$ cat src/rtl/router_pkg.sv
// router_pkg: shared size defaults and FSM encoding for the output port arbiter.
package router_pkg;
   localparam int NUM_PORTS_DEF = 4;
   localparam int DATA_W_DEF = 8;
   localparam int LEN_W_DEF = 4;
   typedef enum logic [1:0] {IDLE = 2'b00, HEADER = 2'b01, PAYLOAD = 2'b10} state_t;
endpackage

$ cat src/rtl/rr_priority_select.sv
// rr_priority_select: one-hot pick of the first requester after last, wrapping round.
module rr_priority_select #(
   parameter int N = 4,
   parameter int IW = (N > 1) ? $clog2(N) : 1
) (
   input  logic [N-1:0]  req,
   input  logic [IW-1:0] last,
   output logic [N-1:0]  gnt
);
   logic [IW-1:0] idx;
   logic found;
   always_comb begin
      gnt = '0;
      found = 1'b0;
      idx = '0;
      for (int i = 1; i <= N; i++) begin
         idx = IW'((int'(last) + i) % N);
         if (!found && req[idx]) begin
            gnt[idx] = 1'b1;
            found = 1'b1;
         end
      end
   end
endmodule

$ cat src/rtl/output_port_arbiter.sv
// output_port_arbiter: round-robin packet arbiter forwarding length-prefixed
// packets from show-ahead FIFOs onto one output link.
module output_port_arbiter
   import router_pkg::*;
#(
   parameter int NUM_PORTS = NUM_PORTS_DEF,
   parameter int DATA_W = DATA_W_DEF,
   parameter int LEN_W = LEN_W_DEF
) (
   input  logic                        clk,
   input  logic                        rst,
   input  logic [NUM_PORTS-1:0]        rempty,
   input  logic [NUM_PORTS*DATA_W-1:0] rdata,
   output logic [NUM_PORTS-1:0]        rinc,
   output logic [DATA_W-1:0]           out_data,
   output logic                        out_valid,
   input  logic                        out_ready,
   output logic [NUM_PORTS-1:0]        grant,
   output logic                        busy
);
   localparam int IW = (NUM_PORTS > 1) ? $clog2(NUM_PORTS) : 1;
   state_t state, state_n;
   logic [NUM_PORTS-1:0] grant_n, next_gnt;
   logic [LEN_W-1:0] remaining, remaining_n;
   logic [IW-1:0] last_grant, last_grant_n, gi;
   logic [DATA_W-1:0] cur_data;
   logic xfer;

   rr_priority_select #(.N(NUM_PORTS), .IW(IW)) u_rr (
      .req(~rempty),
      .last(last_grant),
      .gnt(next_gnt)
   );

   always_ff @(posedge clk or posedge rst)
      if (rst) begin
         state <= IDLE;
         grant <= '0;
         remaining <= '0;
         last_grant <= IW'(NUM_PORTS - 1);
      end else begin
         state <= state_n;
         grant <= grant_n;
         remaining <= remaining_n;
         last_grant <= last_grant_n;
      end

   // grant is zero outside a packet, so the mux alone zeroes out_data when idle
   always_comb begin
      cur_data = '0;
      gi = '0;
      for (int k = 0; k < NUM_PORTS; k++)
         if (grant[k]) begin
            cur_data = rdata[k*DATA_W +: DATA_W];
            gi = IW'(k);
         end
   end

   assign busy = state != IDLE;
   assign out_valid = busy && ((grant & ~rempty) != '0);
   assign out_data = cur_data;
   assign xfer = out_valid && out_ready;
   assign rinc = xfer ? grant : '0;

   always_comb begin
      state_n = state;
      grant_n = grant;
      remaining_n = remaining;
      last_grant_n = last_grant;
      case (state)
         IDLE:
            if (~rempty != '0) begin
               state_n = HEADER;
               grant_n = next_gnt;
            end
         HEADER:
            if (xfer) begin
               remaining_n = cur_data[LEN_W-1:0];
               state_n = PAYLOAD;
               if (cur_data[LEN_W-1:0] == '0) begin
                  state_n = IDLE;
                  grant_n = '0;
                  last_grant_n = gi;
               end
            end
         PAYLOAD:
            if (xfer) begin
               remaining_n = remaining - LEN_W'(1);
               if (remaining == LEN_W'(1)) begin
                  state_n = IDLE;
                  grant_n = '0;
                  last_grant_n = gi;
               end
            end
         default: begin
            state_n = IDLE;
            grant_n = '0;
         end
      endcase
   end
endmodule

$ cat config.mk
export PLATFORM = sky130hd
export DESIGN_NAME = output_port_arbiter
export DESIGN_NICKNAME = d
export VERILOG_FILES = /design/src/rtl/router_pkg.sv /design/src/rtl/rr_priority_select.sv /design/src/rtl/output_port_arbiter.sv
export SDC_FILE = /design/constraint.sdc
export NUM_CORES = 1
export LEC_CHECK = 0
export BUFFER_PORTS_ARGS = -buffer_cell sky130_fd_sc_hd__buf_2
export CORE_MARGIN = 2
export CORE_UTILIZATION = 46
export CTS_BUF_LIST = sky130_fd_sc_hd__clkbuf_2 sky130_fd_sc_hd__clkbuf_4 sky130_fd_sc_hd__clkbuf_8
export CTS_CLUSTER_SIZE = 28
export DETAILED_ROUTE_END_ITERATION = 8
export PLACE_DENSITY = 0.76
export SYNTH_ARGS = -nofsm -noshare
export SYNTH_HDL_FRONTEND = slang
export SYNTH_SLANG_ARGS = --single-unit
$ cat constraint.sdc
create_clock -name clk -period 2.3 [get_ports clk]
set_clock_uncertainty 0.1 [all_clocks]
set_input_delay 0.23 -clock clk [delete_from_list [all_inputs] [get_ports clk]]
set_output_delay 0.23 -clock clk [all_outputs]
set_load 0.005 [all_outputs]
==> impl_table.tex <==
\begin{tabular}{lr}
\hline
Metric & Value \\
\hline
\multicolumn{2}{l}{\textbf{CTS}} \\
Total clock sinks & 12 \\
Clock transition time at the flip-flop clock pins of the worst setup and hold paths & 0.09 ns \\
Clock H-tree levels & 1 \\
TritonCTS clock tree & done \\
Number of buffers inserted during clock tree synthesis & 3 \\
Number of buffers on the longest clock path & 2 \\
Clock insertion delay at the later pin of the skew report & 0.29 ns \\
CTS Root Buffer Type & sky130\_fd\_sc\_hd\_\_clkbuf\_4 \\
\multicolumn{2}{l}{\textbf{STA}} \\
Total count of hold-check failures in the final report & 0 \\
Actual transition at the worst max-transition pin & 0.5273 ns \\
Max-slew violation count & 0 \\
Setup Viol. Count Final & 0 \\
Max\_slew headroom & 0.6480 \\
Achievable Freq & 451.9 MHz \\
Share of the cycle needed by the critical path after routing & 0.9622 \\
Setup repair after global routing missed its margin & no \\
Min Clock Period, post-route & 2.213 ns \\
Final setup TNS & 0 ns \\
\multicolumn{2}{l}{\textbf{Synth}} \\
Register area share after synthesis & 0.1993 \\
Most instantiated cells after synthesis & sky130\_fd\_sc\_hd\_\_a21oi\_1, sky130\_fd\_sc\_hd\_\_nor2\_1, sky130\_fd\_sc\_hd\_\_inv\_1 \\
Fraction of synthesized cell area taken by the top area cell type & 0.1647 \\
Average size of a mapped cell & 7.870 sq um \\
Most instantiated flip-flop cell in the synthesis netlist & sky130\_fd\_sc\_hd\_\_dfrtp\_1 \\
Synth top area cells & sky130\_fd\_sc\_hd\_\_dfrtp\_1, sky130\_fd\_sc\_hd\_\_ha\_1, sky130\_fd\_sc\_hd\_\_a21oi\_1 \\
Number of synthesized flops with an enable pin & 0 \\
Seq cells post-synth & 12 \\
Leading area contributor after synthesis & sky130\_fd\_sc\_hd\_\_dfrtp\_1 \\
Proportion of register bits with asynchronous set or reset after synthesis & 1.000 \\
Count of distinct cell types in the synthesized netlist & 50 \\
Synthesized Nets & 241 \\
Post-Synthesis Cells & 193 \\
Yosys warning total & 0 \\
Cell Area, Synth & 0.001519 sq mm \\
\multicolumn{2}{l}{\textbf{Placed design}} \\
Routability cong. & 0.9470 \\
HPWL after detailed placement & 3187 microns \\
Port buffer count & 56 \\
Number of placed instances with taps included & 296 \\
\multicolumn{2}{l}{\textbf{GRT}} \\
GRT Util Overall & 0.2354 \\
Pin count of the biggest net entering global routing & 14 \\
First-pass GRT wire length & 6713 microns \\
Number of global-route vias before repair & 1528 \\
Number of antenna violations at the first check in global routing & 0 \\
Remaining global-route overflow & 0 \\
\multicolumn{2}{l}{\textbf{Die}} \\
Width of the die & 61.47 microns \\
Initial core utilization & 0.4895 \\
Die area & 0.003778 sq mm \\
Core ar. & 0.003103 sq mm \\
Placement Rows & 20 \\
Die Ht & 61.47 microns \\
Number of top-level pins & 57 \\
\multicolumn{2}{l}{\textbf{Critical path}} \\
Flop2flop setup slack & 0.10 ns \\
Worst r2r path cells & 7 \\
Critical path arrival & 1.88 ns \\
Reg-to-Reg End & grant[1]\$\_DFFE\_PP0P\_ \\
Source of the critical timing path & grant[2]\$\_DFFE\_PP0P\_ \\
Critical path peak fanout & 11 \\
End point of the critical path & out\_data[1] \\
Start-to-end type of the worst setup path & flip-flop to primary output \\
Nature of the critical path startpoint & flip-flop \\
Critical Path End Type & primary output \\
Worst R2R Start & last\_grant[1]\$\_DFFE\_PP1P\_ \\
Critical Path RT & 1.97 ns \\
\multicolumn{2}{l}{\textbf{Route}} \\
Number of design rule violations left after detail routing & 0 \\
Number of nets with antenna violations after routing & 0 \\
Number of iterations in the first detailed-routing pass & 4 \\
Vias after detailed routing & 1708 \\
Post-detailed-routing wire length & 4107 microns \\
Drt initial violations & 82 \\
Routed WL per cell & 13.60 microns \\
Avg Vias per Cell & 5.656 \\
\multicolumn{2}{l}{\textbf{Final layout}} \\
Final core occ & 0.6403 \\
Fraction of layout cells with a size suffix above 1 & 0.3643 \\
Area added between synthesis and finish & 30.81\% \\
Antenna cell count & 0 \\
Final nets & 307 \\
Fill count & 292 \\
Number of cells in the finished layout apart from fillers & 302 \\
\multicolumn{2}{l}{\textbf{Power}} \\
Pleak & 0.9335 nW \\
Sequential cell fraction of total power & 0.199 \\
Clock share of power & 0.086 \\
IR Drop Worst-Case VDD & 0.6308 mV \\
Net switching power of the design & 0.001045 W \\
Internal cell power & 0.001157 W \\
Areal power density over the cells & 1108 mW/mm\^{}2 \\
Combinational power share & 0.715 \\
Proportion of total power due to net switching & 0.4746 \\
\multicolumn{2}{l}{\textbf{Min path}} \\
Worst min path class & input pin to flip-flop \\
\multicolumn{2}{l}{\textbf{Flow run}} \\
Max\_cap viols & 0 \\
\multicolumn{2}{l}{\textbf{Status}} \\
Run status & finished, final reports clean \\
\hline
\end{tabular}
==> per-layer routing <==
layer / wire length, microns / global-route usage / up-vias
li1: - / - / 846
met1: 1825 / 0.2964 / 804
met2: 2003 / 0.4058 / 47
met3: 202 / 0.05462 / 11
met4: 76 / 0.06079 / 0
met5: 0 / 0 / -
==> timing repair <==
item | CTS | global route
endpoints found under the hold margin | 10 | 0
setup buffers | 0 | 1
endpoints found under the setup margin | 0 | 8
hold buffers | 1 | 0
resized for setup | 0 | 7
==> kinds of logic (layout without fill, tap and decap cells) <==
logic type | after synthesis | after routing | share of synthesized area
AOI/OAI and AO/OA | 65 | 65 | 0.3213
and+or+nand+nor | 74 | 74 | 0.2883
DFF | 12 | 12 | 0.1993
muxes | 6 | 6 | 0.04119
adders and majority gates | 9 | 9 | 0.07414
buffers and inverters | 27 | 92 | 0.07578
==> layout by cell type, fill, tap and decap left out, drive strengths merged, types with 2 or more instances in the layout <==
| cell type | instances |
|---|---|
| nand2 | 13 |
| a32oi | 4 |
| ha | 9 |
| dfrtp | 10 |
| and3 | 3 |
| o311ai | 2 |
| o22ai | 2 |
| or4bb | 3 |
| nor3 | 6 |
| o21ai | 14 |
| inv | 16 |
| nand2b | 4 |
| a21o | 2 |
| dfstp | 2 |
| mux2 | 2 |
| clkbuf | 4 |
| mux2i | 4 |
| nand3b | 7 |
| and2 | 5 |
| nor2 | 16 |
| buf | 71 |
| nor2b | 8 |
| a22oi | 6 |
| a21oi | 16 |
| o2111ai | 4 |
| nor4 | 2 |
| o211ai | 2 |
| or3b | 3 |
| a211oi | 3 |
| a32o | 4 |
==> worst min-delay path by stage <==
| stage | startpoint | end | slack (ns) | depth (start not counted) |
|---|---|---|---|---|
| after floorplan | rst | grant[0]$_DFFE_PP0P_ | -0.007 | 1 |
| after global placement | rst | remaining[2]$_DFFE_PP0P_ | 0.19 | 2 |
| after detailed placement | rst | remaining[2]$_DFFE_PP0P_ | 0.19 | 2 |
| after CTS | out_ready | remaining[2]$_DFFE_PP0P_ | 0.24 | 4 |
| after global routing | out_ready | state[1]$_DFFE_PP0P_ | 0.28 | 4 |
| final | out_ready | state[1]$_DFFE_PP0P_ | 0.28 | 4 |
==> power by group through the flow <==
stage	registers [W]	logic, W	clock network (W)
global route	0.000454	0.00174	0.000202
floorplan	0.000404	0.00112	0
finish	0.000438	0.00157	0.000190
detailed placement	0.000433	0.00154	0
global placement	0.000431	0.00153	0
CTS	0.000431	0.00155	0.000192
==> metrics by stage <==
step	hold slack, ns	cell area, sq um	worst slack, ns	power [W]
after detailed placement	0.1909	1917	0.08169	0.001971
final	0.2797	1987	0.08704	0.002202
after global routing	0.2802	1987	0.01152	0.002400
after CTS	0.2395	1963	0.0005629	0.002172
after global placement	0.1874	1917	0.1239	0.001958
after floorplan	-0.006733	1541	0.02002	0.001522
==> worst max-delay path, cell delays in order (launching register included) <==
cell and delay (ns):
sky130_fd_sc_hd__dfrtp_1 0.44, sky130_fd_sc_hd__buf_4 0.19, sky130_fd_sc_hd__or4bb_1 0.49, sky130_fd_sc_hd__a32oi_2 0.30, sky130_fd_sc_hd__buf_2 0.17
==> cell type report <==
class	instances	area (sq um)	area share
inverters	16	62.56	0.03149
well taps	44	55.05	0.02771
repair buffers	72	402.9	0.2028
clock buffers	4	36.28	0.01826
flip-flops and latches	12	304.0	0.1530
multi-input cells	154	1126	0.5667
==> flip-flops by register name, summed over array words and instances, names as in the netlist <==
name,count
grant,4
remaining,4
last_grant,2
state,2
No activity file was read; power rests on OpenSTA's default activity.
